**src/rtl/uart_frame_link.sv**
```systemverilog
// uart_frame_link: framing layer between word-level core I/O and the byte-level uart_comm block.
// Frame on the wire: SYNC_BYTE, LEN, LEN payload bytes (byte 0 first), CSUM = LEN ^ payload bytes.
// Ports:
//   CLK, RST_N                       clock, asynchronous active-low reset
//   tx_valid/tx_ready/tx_data/tx_len core -> link word to frame and send
//   rx_valid/rx_ready/rx_data/rx_len link -> core de-framed, checked word
//   err_count                        saturating count of dropped RX frames
//   uart_send_flag/data/ack/sendable byte write handshake towards uart_comm
//   uart_recv_flag/data/ack/receivable byte read handshake from uart_comm
module uart_frame_link #(
  parameter logic [7:0]  SYNC_BYTE = 8'hA5,
  parameter int unsigned MAX_LEN   = 8,
  parameter int unsigned TIMEOUT   = 1000000
) (
  input  logic                   CLK,
  input  logic                   RST_N,
  input  logic                   tx_valid,
  output logic                   tx_ready,
  input  logic [8*MAX_LEN-1:0]   tx_data,
  input  logic [3:0]             tx_len,
  output logic                   rx_valid,
  input  logic                   rx_ready,
  output logic [8*MAX_LEN-1:0]   rx_data,
  output logic [3:0]             rx_len,
  output logic [7:0]             err_count,
  output logic                   uart_send_flag,
  output logic [7:0]             uart_send_data,
  input  logic                   uart_send_ack,
  input  logic                   uart_sendable,
  output logic                   uart_recv_flag,
  input  logic [7:0]             uart_recv_data,
  input  logic                   uart_recv_ack,
  input  logic                   uart_receivable
);

  localparam int unsigned W       = 8 * MAX_LEN;
  localparam int unsigned TW      = $clog2(TIMEOUT) + 1;
  localparam logic [3:0]  LEN_MAX = 4'(MAX_LEN);

  localparam logic [2:0] TX_IDLE = 3'd0;
  localparam logic [2:0] TX_SYNC = 3'd1;
  localparam logic [2:0] TX_LEN  = 3'd2;
  localparam logic [2:0] TX_DATA = 3'd3;
  localparam logic [2:0] TX_CSUM = 3'd4;

  localparam logic [2:0] RX_HUNT = 3'd0;
  localparam logic [2:0] RX_LEN  = 3'd1;
  localparam logic [2:0] RX_DATA = 3'd2;
  localparam logic [2:0] RX_CSUM = 3'd3;
  localparam logic [2:0] RX_HOLD = 3'd4;

  logic [2:0]    tx_state, tx_state_n;
  logic [W-1:0]  tx_buf, tx_buf_n;
  logic [3:0]    tx_cnt, tx_cnt_n, tx_idx, tx_idx_n;
  logic [7:0]    tx_csum, tx_csum_n, tx_byte, tx_cur;
  logic          tx_ready_n, send_flag_n;
  logic [7:0]    send_data_n;

  logic [2:0]    rx_state, rx_state_n;
  logic [W-1:0]  rx_asm, rx_asm_n, rx_data_n;
  logic [3:0]    rx_cnt, rx_cnt_n, rx_idx, rx_idx_n, rx_len_n;
  logic [7:0]    rx_csum, rx_csum_n, err_count_n;
  logic [TW-1:0] rx_tmr, rx_tmr_n;
  logic          rx_drop, rx_drop_n, rx_valid_n, recv_flag_n, rx_err, rx_in_frame;

  // TX: next-state and byte handshake
  always_comb begin
    tx_state_n  = tx_state;
    tx_buf_n    = tx_buf;
    tx_cnt_n    = tx_cnt;
    tx_idx_n    = tx_idx;
    tx_csum_n   = tx_csum;
    send_flag_n = uart_send_flag;
    send_data_n = uart_send_data;
    tx_byte     = 8'h00;
    for (int unsigned i = 0; i < MAX_LEN; i++) begin
      if (tx_idx == 4'(i)) tx_byte = tx_buf[8*i +: 8];
    end
    case (tx_state)
      TX_SYNC: tx_cur = SYNC_BYTE;
      TX_LEN:  tx_cur = {4'h0, tx_cnt};
      TX_DATA: tx_cur = tx_byte;
      default: tx_cur = tx_csum;
    endcase
    if (tx_state == TX_IDLE) begin
      // Out-of-range lengths are accepted and dropped without sending anything
      if (tx_valid && tx_ready && tx_len != 4'd0 && tx_len <= LEN_MAX) begin
        tx_buf_n   = tx_data;
        tx_cnt_n   = tx_len;
        tx_state_n = TX_SYNC;
      end
    end else if (uart_send_flag) begin
      if (uart_send_ack) begin
        send_flag_n = 1'b0;
        case (tx_state)
          TX_SYNC: tx_state_n = TX_LEN;
          TX_LEN: begin
            tx_csum_n  = {4'h0, tx_cnt};
            tx_idx_n   = 4'd0;
            tx_state_n = TX_DATA;
          end
          TX_DATA: begin
            tx_csum_n = tx_csum ^ tx_byte;
            tx_idx_n  = tx_idx + 4'd1;
            if (tx_idx == tx_cnt - 4'd1) tx_state_n = TX_CSUM;
          end
          default: tx_state_n = TX_IDLE;
        endcase
      end
    end else if (uart_sendable) begin
      // Flag was low for at least the cycle after the previous ack
      send_flag_n = 1'b1;
      send_data_n = tx_cur;
    end
    tx_ready_n = (tx_state_n == TX_IDLE);
  end

  // RX: next-state, byte handshake, timeout and error counting
  always_comb begin
    rx_state_n  = rx_state;
    rx_asm_n    = rx_asm;
    rx_cnt_n    = rx_cnt;
    rx_idx_n    = rx_idx;
    rx_csum_n   = rx_csum;
    rx_tmr_n    = rx_tmr;
    rx_drop_n   = rx_drop;
    rx_valid_n  = rx_valid;
    rx_data_n   = rx_data;
    rx_len_n    = rx_len;
    recv_flag_n = uart_recv_flag;
    rx_err      = 1'b0;
    rx_in_frame = (rx_state == RX_LEN) || (rx_state == RX_DATA) || (rx_state == RX_CSUM);
    if (rx_in_frame) rx_tmr_n = rx_tmr + TW'(1);
    if (uart_recv_flag && uart_recv_ack) begin
      recv_flag_n = 1'b0;
      rx_tmr_n    = '0;
      if (rx_drop) begin
        // Byte requested before a timeout: completed but thrown away
        rx_drop_n = 1'b0;
      end else begin
        case (rx_state)
          RX_HUNT: if (uart_recv_data == SYNC_BYTE) rx_state_n = RX_LEN;
          RX_LEN: begin
            if (uart_recv_data == 8'h00 || uart_recv_data > 8'(MAX_LEN)) begin
              rx_err     = 1'b1;
              rx_state_n = RX_HUNT;
            end else begin
              rx_cnt_n   = uart_recv_data[3:0];
              rx_idx_n   = 4'd0;
              rx_csum_n  = uart_recv_data;
              rx_asm_n   = '0;
              rx_state_n = RX_DATA;
            end
          end
          RX_DATA: begin
            for (int unsigned i = 0; i < MAX_LEN; i++) begin
              if (rx_idx == 4'(i)) rx_asm_n[8*i +: 8] = uart_recv_data;
            end
            rx_csum_n = rx_csum ^ uart_recv_data;
            rx_idx_n  = rx_idx + 4'd1;
            if (rx_idx == rx_cnt - 4'd1) rx_state_n = RX_CSUM;
          end
          RX_CSUM: begin
            if (uart_recv_data == rx_csum) begin
              rx_valid_n = 1'b1;
              rx_data_n  = rx_asm;
              rx_len_n   = rx_cnt;
              rx_state_n = RX_HOLD;
            end else begin
              rx_err     = 1'b1;
              rx_state_n = RX_HUNT;
            end
          end
          default: ;
        endcase
      end
    end else if (rx_in_frame && rx_tmr == TW'(TIMEOUT - 1)) begin
      rx_err     = 1'b1;
      rx_tmr_n   = '0;
      rx_drop_n  = uart_recv_flag;
      rx_state_n = RX_HUNT;
    end
    if (rx_state == RX_HOLD && rx_valid && rx_ready) begin
      rx_valid_n = 1'b0;
      rx_state_n = RX_HUNT;
    end
    // No reads while holding a word: backpressure stays in uart_comm
    if (!uart_recv_flag && uart_receivable && rx_state != RX_HOLD) recv_flag_n = 1'b1;
    err_count_n = (rx_err && err_count != 8'hFF) ? err_count + 8'd1 : err_count;
  end

  // State and output registers
  always_ff @(posedge CLK or negedge RST_N) begin
    if (!RST_N) begin
      tx_state       <= TX_IDLE;
      tx_buf         <= '0;
      tx_cnt         <= 4'd0;
      tx_idx         <= 4'd0;
      tx_csum        <= 8'h00;
      tx_ready       <= 1'b0;
      uart_send_flag <= 1'b0;
      uart_send_data <= 8'h00;
      rx_state       <= RX_HUNT;
      rx_asm         <= '0;
      rx_cnt         <= 4'd0;
      rx_idx         <= 4'd0;
      rx_csum        <= 8'h00;
      rx_tmr         <= '0;
      rx_drop        <= 1'b0;
      rx_valid       <= 1'b0;
      rx_data        <= '0;
      rx_len         <= 4'd0;
      uart_recv_flag <= 1'b0;
      err_count      <= 8'h00;
    end else begin
      tx_state       <= tx_state_n;
      tx_buf         <= tx_buf_n;
      tx_cnt         <= tx_cnt_n;
      tx_idx         <= tx_idx_n;
      tx_csum        <= tx_csum_n;
      tx_ready       <= tx_ready_n;
      uart_send_flag <= send_flag_n;
      uart_send_data <= send_data_n;
      rx_state       <= rx_state_n;
      rx_asm         <= rx_asm_n;
      rx_cnt         <= rx_cnt_n;
      rx_idx         <= rx_idx_n;
      rx_csum        <= rx_csum_n;
      rx_tmr         <= rx_tmr_n;
      rx_drop        <= rx_drop_n;
      rx_valid       <= rx_valid_n;
      rx_data        <= rx_data_n;
      rx_len         <= rx_len_n;
      uart_recv_flag <= recv_flag_n;
      err_count      <= err_count_n;
    end
  end

endmodule

```
**config.mk**
```make
export PLATFORM = sky130hd
export DESIGN_NAME = uart_frame_link
export DESIGN_NICKNAME = d
export VERILOG_FILES = /design/src/rtl/uart_frame_link.sv
export SDC_FILE = /design/constraint.sdc
export NUM_CORES = 1
export LEC_CHECK = 0
export ABC_AREA = 1
export CORE_MARGIN = 5
export CORE_UTILIZATION = 43
export DETAILED_ROUTE_END_ITERATION = 6
export PLACE_DENSITY = 0.71
export SYNTH_ARGS = -nofsm -noshare
export SYNTH_HDL_FRONTEND = slang
export SYNTH_SLANG_ARGS = --single-unit
```
**constraint.sdc**
```tcl
create_clock -name CLK -period 1.7 [get_ports CLK]
set_input_delay 0.34 -clock CLK [delete_from_list [all_inputs] [get_ports CLK]]
set_output_delay 0.34 -clock CLK [all_outputs]
set_load 0.03 [all_outputs]
```
==> results of run 1 <==
-- power breakdown --
part	switching [mW]	internal, mW	leakage, nW
sequential	0.854	7.80	3.65
clock	2.69	3.79	0.484
combinational	4.66	3.78	4.73
total	8.21	15.4	8.86
-- flip-flops by register name, indices dropped and copies added, names as in the netlist, 8 cells and up --
| name | flops |
|---|---|
| rx_tmr | 21 |
| rx_asm | 64 |
| err_count | 8 |
| rx_data | 64 |
| rx_csum | 8 |
| uart_send_data | 8 |
| tx_csum | 8 |
| tx_buf | 64 |
-- layout by cell type (no fill, tap or decap), types with 6 or more instances in the layout --
cell                              count
sky130_fd_sc_hd__nand3_2             30
sky130_fd_sc_hd__buf_6               20
sky130_fd_sc_hd__dlygate4sd2_1       38
sky130_fd_sc_hd__o21ai_0             65
sky130_fd_sc_hd__nand4_1             16
sky130_fd_sc_hd__ha_1                 6
sky130_fd_sc_hd__buf_12              19
sky130_fd_sc_hd__buf_16               8
sky130_fd_sc_hd__nand3_1             46
sky130_fd_sc_hd__mux2_4               7
sky130_fd_sc_hd__clkbuf_1             7
sky130_fd_sc_hd__a21oi_1             25
sky130_fd_sc_hd__o21ai_2             12
sky130_fd_sc_hd__a21oi_2              8
sky130_fd_sc_hd__xnor2_1             16
sky130_fd_sc_hd__nor3_1               8
sky130_fd_sc_hd__buf_4              123
sky130_fd_sc_hd__clkdlybuf4s15_2     10
sky130_fd_sc_hd__dfrtp_1            266
sky130_fd_sc_hd__nand2_2             44
sky130_fd_sc_hd__o21ai_1             42
sky130_fd_sc_hd__mux2_2             116
sky130_fd_sc_hd__clkbuf_2            22
sky130_fd_sc_hd__inv_2               19
sky130_fd_sc_hd__clkdlybuf4s50_1     78
sky130_fd_sc_hd__nor2_2              13
sky130_fd_sc_hd__nand3b_1             8
sky130_fd_sc_hd__nor2_1              68
sky130_fd_sc_hd__nand2_1            245
sky130_fd_sc_hd__inv_1               94
sky130_fd_sc_hd__clkbuf_16           37
sky130_fd_sc_hd__nand2_4             13
sky130_fd_sc_hd__dfrtp_2             10
sky130_fd_sc_hd__xor2_1              19
sky130_fd_sc_hd__clkinv_2             9
sky130_fd_sc_hd__clkdlybuf4s15_1     16
sky130_fd_sc_hd__nor2_4              15
-- cell usage after synthesis, types with 2 or more instances --
cell,number,area (sq um)
sky130_fd_sc_hd__o21ai_0,87,435.4
sky130_fd_sc_hd__nor2_2,3,18.77
sky130_fd_sc_hd__nor2_4,4,45.04
sky130_fd_sc_hd__a31oi_1,2,12.51
sky130_fd_sc_hd__nor3b_1,2,15.01
sky130_fd_sc_hd__nand4_1,16,100.1
sky130_fd_sc_hd__ha_1,12,150.1
sky130_fd_sc_hd__o21ai_1,32,160.2
sky130_fd_sc_hd__mux2_1,5,56.30
sky130_fd_sc_hd__a21oi_1,33,165.2
sky130_fd_sc_hd__inv_1,115,431.7
sky130_fd_sc_hd__nor2_1,89,334.1
sky130_fd_sc_hd__nand3_2,2,20.02
sky130_fd_sc_hd__mux2_2,117,1318
sky130_fd_sc_hd__clkinv_1,2,7.510
sky130_fd_sc_hd__buf_4,3,22.52
sky130_fd_sc_hd__dfrtp_1,276,6907
sky130_fd_sc_hd__clkbuf_1,4,15.01
sky130_fd_sc_hd__or2_2,4,25.02
sky130_fd_sc_hd__xor2_1,19,166.4
sky130_fd_sc_hd__nor3_1,13,65.06
sky130_fd_sc_hd__nand2_4,5,56.30
sky130_fd_sc_hd__nand2_1,300,1126
sky130_fd_sc_hd__buf_6,5,56.30
sky130_fd_sc_hd__buf_2,24,120.1
sky130_fd_sc_hd__inv_2,2,7.510
sky130_fd_sc_hd__nand3b_1,8,60.06
sky130_fd_sc_hd__xnor2_1,18,157.7
sky130_fd_sc_hd__inv_4,2,12.51
sky130_fd_sc_hd__nor4_1,3,18.77
sky130_fd_sc_hd__nand3_1,77,385.4
-- kinds of logic after synthesis --
family | share of synthesized area
muxes | 0.1098
buffers and inverters | 0.05442
DFF | 0.5462
adders and majority gates | 0.01187
AOI/OAI and AO/OA | 0.06798
and+or+nand+nor | 0.1840
xor gates and xnor gates | 0.02563
-- metal layers --
metal / vias to the layer above / part of all wire / wire length [um] / track usage
li1: 4981 / - / - / -
met1: 5166 / 0.42 / 15620 / 0.2779
met2: 371 / 0.48 / 17760 / 0.3533
met3: 84 / 0.063 / 2313 / 0.04162
met4: 0 / 0.030 / 1101 / 0.06334
met5: - / 0 / 0 / 0
-- what timing repair did --
action / 4_1_cts / 5_1_grt
hold buffers: 1 / 0
resized for setup: 270 / 180
gates cloned: 7 / 9
endpoints found under the setup margin: 269 / 257
setup buffers: 9 / 17
hold endpoints to repair: 37 / 0
pin swaps: 61 / 84
-- worst max-delay path, stage by stage, from the launching register on --
cell and delay [ps]:
sky130_fd_sc_hd__dfrtp_1 420, sky130_fd_sc_hd__inv_2 130, sky130_fd_sc_hd__ha_4 190, sky130_fd_sc_hd__inv_4 60, sky130_fd_sc_hd__nor2_4 180, sky130_fd_sc_hd__nand2_1 110
sky130_fd_sc_hd__nand3_2 80, sky130_fd_sc_hd__nand2_1 60, sky130_fd_sc_hd__nand3b_1 120, sky130_fd_sc_hd__nand2_2 90, sky130_fd_sc_hd__nand2_2 100, sky130_fd_sc_hd__nand2_2 60
sky130_fd_sc_hd__nand2_1 60, sky130_fd_sc_hd__nand2_1 40, sky130_fd_sc_hd__nand2_1 50, sky130_fd_sc_hd__nand2_1 50
-- metrics by stage --
step           total power [mW]  instances  setup TNS, ps  utilization  hold slack, ps
2_1_floorplan             12.51       1301         -5.202            -           44.41
3_3_place_gp              15.15       1957        -107470       0.5506           283.3
3_5_place_dp              15.33       1957        -118430       0.5506           281.4
4_1_cts                   22.78       2031          -9002       0.6073           305.9
5_1_grt                   24.81       2054         -25610       0.6299           245.3
6_report                  23.57       2054         -12560       0.6299           229.9
-- area by class of cell --
cell class	instances	area [sq um]	area share
Clock buffer	41	843.3	0.04640
Clock inverter	16	145.1	0.007985
Inverter	121	471.7	0.02595
Multi-Input combinational cell	868	5831	0.3208
Sequential cell	276	6919	0.3807
Tap cell	384	480.5	0.02643
Timing Repair Buffer	348	3486	0.1918
-- worst min-delay path by stage --
| stage | start | to | slack (ps) | depth (start not counted) |
|---|---|---|---|---|
| floorplan | RST_N | err_count[0] | 40 | 0 |
| global placement | RST_N | tx_buf[11] | 280 | 1 |
| detailed placement | RST_N | tx_buf[11] | 280 | 1 |
| CTS | RST_N | tx_buf[25] | 310 | 2 |
| global route | uart_recv_data[6] | rx_csum[6] | 250 | 4 |
| finish | uart_recv_data[4] | rx_csum[4] | 230 | 4 |
==> impl_summary.txt, run 1 <==
----------------------------------------------------
[Detailed routing]
  Post-route ant nets ... 0
  Average routed wire per standard cell ... 17.91 um
  Vias after detailed routing ... 10602
  Average via count per standard cell ... 5.162
  Number of design rule violations left after detail routing ... 0
  First DRT Iteration DRCs ... 705
  Number of detailed-routing iterations run before antenna repair ... 6
  Post-detailed-routing wire length ... 36790 um

[Place]
  Post-place setup slack ... -563.8 ps
  Global placer's final weighted congestion ... 0.9195
  Post-Place Cell Area ... 15890 sq um
  Number of buffer cells added on primary ports ... 171
  Placed wire-length estimate ... 23690 um

[Clock tree]
  Clk pin slew, worst setup/hold paths ... 60 ps
  Clock root buffer master ... sky130_fd_sc_hd__clkbuf_16
  CTS tree ... built
  H-tree Lvls ... 1
  Clock latency at the later pin of the worst-skew pair ... 550 ps
  Maximum clock path buffer count ... 3
  Total clock buffers created by CTS ... 31
  Clock sinks ... 276

[Setup path]
  Register-to-register setup slack ... -190 ps
  Startpoint of the most critical register-to-register path ... tx_idx[1]
  Critical path arrival ... 2320 ps
  Worst Path Max Fanout ... 6
  Path depth of the worst reg2reg path ... 15
  Crit. Startpoint ... tx_idx[1]
  Worst Setup Start Kind ... flip-flop
  Endpoint of the worst-slack reg-to-reg timing path ... tx_csum[0]
  Req. time, crit path ... 2130 ps
  Worst setup endpoint ... tx_csum[0]
  Critical path type ... flip-flop to flip-flop
  Sort of element at the end of the critical path ... flip-flop

[Global route]
  Overall Global Routing Usage ... 0.2105
  Vias in the first global route ... 10794
  Maximum number of pins on one net before global-route repair ... 52
  First-pass GRT wire length ... 56930 um
  Total gr overflow ... 0
  Number of antenna violations at the first check in global routing ... 0

[Outcome]
  Violations in the final reports ... negative setup slack
  Run status ... finished, violations left

[Floorplan]
  Placeable core region ... 28860 sq um
  Die X ... 181.5 um
  Number of placed I/O pins ... 172
  Die Footprint ... 32940 sq um
  DIE HEIGHT ... 181.5 um
  Placement Rows ... 62
  Starting density of the core ... 0.4382

[Pwr]
  Maximum vdd ir drop ... 0.7553 mV
  Power density normalized to cell area ... 1297 nW/um^2
  Leakage ... 8.860 nW

[Worst hold path]
  Kind of path behind the tightest hold check ... primary input to flip-flop

[Timing]
  Least setup slack across all paths after layout ... -189.0 ps
  Share of the clock period used by the worst path after layout ... 1.111
  Worst slew margin relative to its limit ... 0.7285
  Max frequency ... 529.4 MHz
  Worst clock skew on the final layout ... 10.56 ps
  Final setup violating endpoints ... 137
  Setup repair after global routing missed its margin ... true
  Transition time of the tightest slew-check pin ... 404.6 ps
  Final hold vios ... 0
  Number of slew-limit violations in the final report ... 0
  Crit path time final ... 1889 ps

[Yosys]
  Mean cell area of the mapped netlist ... 9.719 sq um
  Netlist area before placement ... 12640 sq um
  Synthesized net count ... 1397
  Flip-flop cell with the highest count after synthesis ... sky130_fd_sc_hd__dfrtp_1
  Post-synthesis register bit count ... 276
  Count of flip-flops with a built-in enable after synthesis ... 0
  Number of instances in the synthesized netlist ... 1301
  Proportion of synthesized chip area in sequential cells ... 0.5462
  Async set or reset register ratio after synthesis ... 1.000
  Synthesis Warnings ... 0
  Number of different library cells in the post-synthesis netlist ... 48

[Flow run]
  Number of violations of the max-capacitance limit ... 0

[Cells and area]
  Layout Area Growth over Synthesis ... 43.75%
  Final cell area excluding filler cells ... 18180 sq um
  Share of layout cells above drive strength 1 ... 0.3533
  Final layout net count ... 1742
  N_diodes ... 0
  Final-layout fill cell count ... 2314

----------------------------------------------------
Note: power is estimated with default switching activity, not from simulation.
==> inputs of run 2 (changes only) <==
- ABC_AREA: 1 -> default
==> impl_summary.txt, run 2 <==
----------------------------------------------------
[Detailed routing]
  Post-route ant nets ... 0
  First DRT Iteration DRCs ... 863
  Vias after detailed routing ... 10989
  Average via count per standard cell ... 5.598
  Post-detailed-routing wire length ... 44510 um
  Number of design rule violations left after detail routing ... 0
  Average routed wire per standard cell ... 22.67 um
  Number of detailed-routing iterations run before antenna repair ... 5

[Setup path]
  Worst Setup Start Kind ... flip-flop
  Path depth of the worst reg2reg path ... 6
  Endpoint of the worst-slack reg-to-reg timing path ... err_count[1]
  Worst Path Max Fanout ... 3
  Slowest Stage Delay on Critical Path ... 500 ps
  Critical path arrival ... 2760 ps
  Startpoint of the most critical register-to-register path ... rx_tmr[17]
  Cell with the biggest individual delay on the critical path ... sky130_fd_sc_hd__or4_4
  Register-to-register setup slack ... -620 ps
  Sort of element at the end of the critical path ... flip-flop
  Worst path cell trace ... nand4_1 > or4_1 > or4_4 > o22ai_4 > and2_4 > mux2_4
  Worst setup endpoint ... err_count[1]
  Crit. Startpoint ... rx_tmr[17]
  Critical path type ... flip-flop to flip-flop
  Req. time, crit path ... 2140 ps

[Timing]
  Worst clock skew on the final layout ... 15.11 ps
  Worst hold slack ... 317.6 ps
  Least setup slack across all paths after layout ... -616.3 ps
  Transition time of the tightest slew-check pin ... 490.5 ps
  Max frequency ... 431.7 MHz
  Number of slew-limit violations in the final report ... 0
  Share of the clock period used by the worst path after layout ... 1.363
  Final setup violating endpoints ... 277
  Final hold vios ... 0
  Post-route setup TNS ... -66850 ps
  Worst slew margin relative to its limit ... 0.6730
  Setup repair after global routing missed its margin ... true
  Crit path time final ... 2316 ps

[Outcome]
  Violations in the final reports ... negative setup slack
  Run status ... finished, violations left

[Clock tree]
  Maximum clock path buffer count ... 3
  Clock sinks ... 276
  Clock root buffer master ... sky130_fd_sc_hd__clkbuf_16
  CTS tree ... built
  Clock latency at the later pin of the worst-skew pair ... 560 ps
  H-tree Lvls ... 1
  Clk pin slew, worst setup/hold paths ... 60 ps
  Total clock buffers created by CTS ... 30

[Cells and area]
  Layout Area Growth over Synthesis ... 65.17%
  Most frequent standard cell in the layout excluding fill and tap cells ... sky130_fd_sc_hd__dfrtp_1
  Layout Cells excl Fill ... 1963
  Most frequent cells in the layout ... 269 x sky130_fd_sc_hd__dfrtp_1, 133 x sky130_fd_sc_hd__buf_4, 131 x sky130_fd_sc_hd__mux2_4
  N_diodes ... 0
  Largest registers ... rx_asm (64), rx_data (64), tx_buf (64)
  Share of layout cells above drive strength 1 ... 0.5345
  Final layout net count ... 1651

[Floorplan]
  Die X ... 179.9 um
  Die Footprint ... 32380 sq um
  Placeable core region ... 28630 sq um
  Number of placed I/O pins ... 172
  Starting density of the core ... 0.4338
  Placement Rows ... 62
  DIE HEIGHT ... 179.9 um

[Pwr]
  Power density normalized to cell area ... 1121 nW/um^2
  Leakage ... 9.718 nW
  Maximum vdd ir drop ... 0.8511 mV

[Yosys]
  Most instantiated library cell after synthesis ... sky130_fd_sc_hd__nand2_1
  Flip-flop cell with the highest count after synthesis ... sky130_fd_sc_hd__dfrtp_1
  Count of flip-flops with a built-in enable after synthesis ... 0
  Synthesized net count ... 1254
  Mean cell area of the mapped netlist ... 10.72 sq um
  Post-synthesis register bit count ... 276
  Number of instances in the synthesized netlist ... 1158
  Fraction of post-synthesis cell area in the top cell type by area ... 0.5562
  Netlist area before placement ... 12420 sq um
  Commonest cells in the netlist ... 285 x sky130_fd_sc_hd__nand2_1, 276 x sky130_fd_sc_hd__dfrtp_1, 134 x sky130_fd_sc_hd__mux2_2
  Top cell type by total area after synthesis ... sky130_fd_sc_hd__dfrtp_1
  Async set or reset register ratio after synthesis ... 1.000
  Proportion of synthesized chip area in sequential cells ... 0.5562
  Synthesis Warnings ... 0
  Cell types with the largest area share after synthesis ... sky130_fd_sc_hd__dfrtp_1 56%, sky130_fd_sc_hd__mux2_2 12%, sky130_fd_sc_hd__nand2_1 8.6%, sky130_fd_sc_hd__xnor2_1 2.0%, sky130_fd_sc_hd__xor2_1 1.6%
  Number of different library cells in the post-synthesis netlist ... 63

[Place]
  Number of buffer cells added on primary ports ... 171
  Placed wire-length estimate ... 25380 um
  Inst Count DP ... 1812
  Post-place setup slack ... -851.9 ps
  Global placer's final weighted congestion ... 0.8941

[Worst hold path]
  Kind of path behind the tightest hold check ... primary input to async pin

[Global route]
  Vias in the first global route ... 11949
  Overall Global Routing Usage ... 0.2566
  First-pass GRT wire length ... 67400 um
  Total gr overflow ... 0
  Maximum number of pins on one net before global-route repair ... 54
  Number of antenna violations at the first check in global routing ... 0

[Flow run]
  Number of violations of the max-capacitance limit ... 0

----------------------------------------------------
==> run 2: metal layers <==
layer	wire, um	vias up	part of all wire	GRT usage
met5	0	-	0	0
met4	1764	0	0.040	0.08900
met3	2580	129	0.058	0.04547
met2	22210	469	0.50	0.4313
li1	-	4801	-	-
met1	17960	5590	0.40	0.3371
==> run 2: what timing repair did <==
| item | in CTS | in global routing |
|---|---|---|
| endpoints found under the setup margin | 340 | 323 |
| endpoints found under the hold margin | 43 | 0 |
| buffers inserted | 95 | 34 |
| hold buffers | 1 | 0 |
| resized for setup | 358 | 420 |
| pin swaps | 108 | 153 |
| gates cloned | 24 | 3 |
==> run 2: worst min path at each step <==
stage / start / endpoint / cells after the start
floorplan: RST_N / err_count[0] / 0
global placement: RST_N / err_count[2] / 1
detailed placement: RST_N / err_count[0] / 1
CTS: uart_recv_data[2] / rx_csum[2] / 4
global route: uart_recv_data[2] / rx_csum[2] / 4
finish: RST_N / err_count[0] / 2
==> run 2: critical path: cells and delay by family, from the launching register on <==
kind | cells | cell delay, ps
AOI/OAI and AO/OA | 1 | 210
DFF | 1 | 360
muxes | 1 | 290
and+or+nand+nor | 4 | 1350
==> run 2: report_power, final <==
| group | internal (mW) | switching [mW] |
|---|---|---|
| sequential | 7.68 | 1.03 |
| combinational | 4.02 | 3.46 |
| clock | 4.01 | 2.78 |
==> run 2: cells by family (layout without fill, tap and decap cells) <==
logic type | count (synthesis) | count (layout) | synth area share
compound gates | 139 | 139 | 0.07899
flops | 276 | 276 | 0.5562
buf+inv | 85 | 504 | 0.03003
mux | 136 | 136 | 0.1232
xor+xnor | 51 | 51 | 0.03597
fa+ha+maj | 12 | 12 | 0.01209
simple gates | 459 | 461 | 0.1635
==> run 2: cell type report <==
cell class	instances	area (sq um)
fill	1743	8114
multi-input combinational	799	7500
sequential	276	6915
timing repair buffer	429	4499
clock buffer	40	858.3
tap	384	480.5
clock inverter	16	177.7
inverter	19	80.08
==> run 2: per-stage QoR <==
| stage | util | cell area, sq um | total power [mW] |
|---|---|---|---|
| after global routing | 0.7165 | 20510 | 23.89 |
| after detailed placement | 0.5792 | 16580 | 14.78 |
| after global placement | 0.5792 | 16580 | 14.62 |
| final | 0.7165 | 20510 | 22.99 |
| after floorplan | - | 13320 | 12.28 |
| after CTS | 0.6837 | 19570 | 22.10 |
==> inputs of run 3 (changes only) <==
- CAP_MARGIN: default -> 5
- CORE_MARGIN: 5 -> 2
==> impl_summary.txt, run 3 (same netlist as run 2, synthesis figures left out) <==
----------------------------------------------------
[Setup path]
  Startpoint of the most critical register-to-register path ... tx_idx[0]
  Critical path type ... flip-flop to flip-flop
  Crit. Startpoint ... tx_idx[0]
  Critical path arrival ... 2760 ps
  Slowest Stage Delay on Critical Path ... 500 ps
  Req. time, crit path ... 2180 ps
  Worst Setup Start Kind ... flip-flop
  Most frequent cell on the critical path ... sky130_fd_sc_hd__buf_6
  Endpoint of the worst-slack reg-to-reg timing path ... tx_csum[4]
  Path depth of the worst reg2reg path ... 10
  Sort of element at the end of the critical path ... flip-flop
  Cell with the biggest individual delay on the critical path ... sky130_fd_sc_hd__or4b_4
  Worst Path Max Fanout ... 4
  Register-to-register setup slack ... -580 ps
  Worst path cell trace ... inv_2 > ha_4 > buf_6 > nor2b_4 > buf_6 > a221oi_2 > o32ai_1 > o21ai_1 > or4b_4 > nand3_2

[Clock tree]
  H-tree Lvls ... 1
  Clock latency at the later pin of the worst-skew pair ... 560 ps
  Clk pin slew, worst setup/hold paths ... 60 ps
  Total clock buffers created by CTS ... 30
  CTS tree ... built
  Maximum clock path buffer count ... 3
  Clock sinks ... 276
  Clock root buffer master ... sky130_fd_sc_hd__clkbuf_16

[Cells and area]
  Layout Area Growth over Synthesis ... 61.15%
  Most frequent cells in the layout ... 268 x sky130_fd_sc_hd__dfrtp_1, 151 x sky130_fd_sc_hd__buf_4, 135 x sky130_fd_sc_hd__nand2_1
  Share of layout cells above drive strength 1 ... 0.4933
  Utilization after layout ... 0.7010
  Largest registers ... rx_asm (64), rx_data (64), tx_buf (64)
  Most frequent standard cell in the layout excluding fill and tap cells ... sky130_fd_sc_hd__dfrtp_1
  Final layout net count ... 1639
  N_diodes ... 0

[Detailed routing]
  Vias after detailed routing ... 10833
  Highest routed metal layer ... met4
  Met2 wirelength from detailed routing ... 21550 um
  Average routed wire per standard cell ... 22.13 um
  Average via count per standard cell ... 5.553
  Number of detailed-routing iterations run before antenna repair ... 5
  Routed length on met1 ... 17500 um
  First DRT Iteration DRCs ... 807
  Met3 wirelength from detailed routing ... 2402 um
  Number of design rule violations left after detail routing ... 0
  Post-route ant nets ... 0
  Post-detailed-routing wire length ... 43180 um

[Floorplan]
  DIE HEIGHT ... 173.9 um
  Placeable core region ... 28550 sq um
  Die Footprint ... 30260 sq um
  Number of placed I/O pins ... 172
  Starting density of the core ... 0.4350
  Die X ... 173.9 um
  Placement Rows ... 62

[Timing]
  Least setup slack across all paths after layout ... -576.9 ps
  Final hold vios ... 0
  Max frequency ... 439.2 MHz
  Share of the clock period used by the worst path after layout ... 1.339
  Final setup violating endpoints ... 267
  Number of slew-limit violations in the final report ... 0
  Worst clock skew on the final layout ... 11.49 ps
  Post-route setup TNS ... -52030 ps
  Setup repair after global routing missed its margin ... true
  Worst slew margin relative to its limit ... 0.6655
  Transition time of the tightest slew-check pin ... 501.7 ps
  Crit path time final ... 2277 ps

[Global route]
  First-pass GRT wire length ... 64180 um
  Overall Global Routing Usage ... 0.2682
  Vias in the first global route ... 11453
  Number of antenna violations at the first check in global routing ... 0
  Maximum number of pins on one net before global-route repair ... 57
  Total gr overflow ... 0

[Pwr]
  Power density normalized to cell area ... 1139 nW/um^2
  Maximum vdd ir drop ... 0.8067 mV
  Leakage ... 9.577 nW
  Total Power Consumption ... 22.79 mW

[Place]
  Placed wire-length estimate ... 24650 um
  Global placer's final weighted congestion ... 0.8515
  Post-place setup slack ... -874.0 ps
  Number of buffer cells added on primary ports ... 171

[Outcome]
  Run status ... finished, violations left
  Violations in the final reports ... negative setup slack

[Flow run]
  Number of violations of the max-capacitance limit ... 0

[Worst hold path]
  Kind of path behind the tightest hold check ... primary input to async pin

----------------------------------------------------
run 3: changes by cell type in the layout (fill, tap and decap cells not counted), sizes merged:
cell,previous run,this run
bufinv,3,2
clkbuf,86,76
clkdlybuf4s15,20,24
and2,15,14
buf,258,245
clkdlybuf4s18,0,1
inv,19,18
clkinvlp,4,2
nand2,287,286
dlygate4sd2,26,38
run 3: critical path: cells and delay by family, from the launching register on:
kind                     cells  cell delay [ps]
flip-flops                   1              440
buffers and inverters        3              320
AND/OR/NAND/NOR              3              760
AO/OA/AOI/OAI                3              530
adder cells (fa/ha/maj)      1              150
run 3: metal layers:
layer / GRT usage / vias up
li1: - / 4760
met1: 0.3567 / 5518
met2: 0.4394 / 434
met3: 0.04659 / 121
met4: 0.1057 / 0
met5: 0 / -
run 3: where the power goes:
part	total [mW]	internal (mW)	switching [mW]
clock network	6.68	3.94	2.74
logic	7.36	3.93	3.42
registers	8.75	7.69	1.06
total	22.8	15.6	7.23
run 3: cell type report:
| type | count | area [sq um] |
|---|---|---|
| clock buffers | 44 | 894.6 |
| clock inverters | 12 | 116.4 |
| fillers | 1916 | 8536 |
| inverters | 19 | 77.57 |
| multi-input cells | 797 | 7263 |
| flip-flops and latches | 276 | 6917 |
| well taps | 384 | 480.5 |
| repair buffers | 419 | 4263 |
run 3: worst max path at each step:
stage	end	slack, ps	depth (start not counted)
floorplan	tx_csum[0]	-640	9
global placement	err_count[1]	-800	7
detailed placement	err_count[1]	-870	7
CTS	tx_csum[0]	-550	7
global route	tx_csum[0]	-630	8
finish	tx_csum[4]	-580	10
run 3: what timing repair did:
action	4_1_cts	5_1_grt
gates cloned	19	7
setup buffers	48	27
hold endpoints to repair	46	0
endpoints found under the setup margin	342	311
hold buffers	1	0
pin swaps	95	95
gates resized for setup	371	291
run 3: metrics by stage:
step / cells / cell area (sq um) / hold WS [ps]
after detailed placement: 1816 / 16570 / 302.0
after CTS: 1939 / 19310 / 303.3
after global routing: 1951 / 20010 / 310.4
after floorplan: 1158 / 13320 / 44.41
final: 1951 / 20010 / 303.7
after global placement: 1816 / 16570 / 297.0
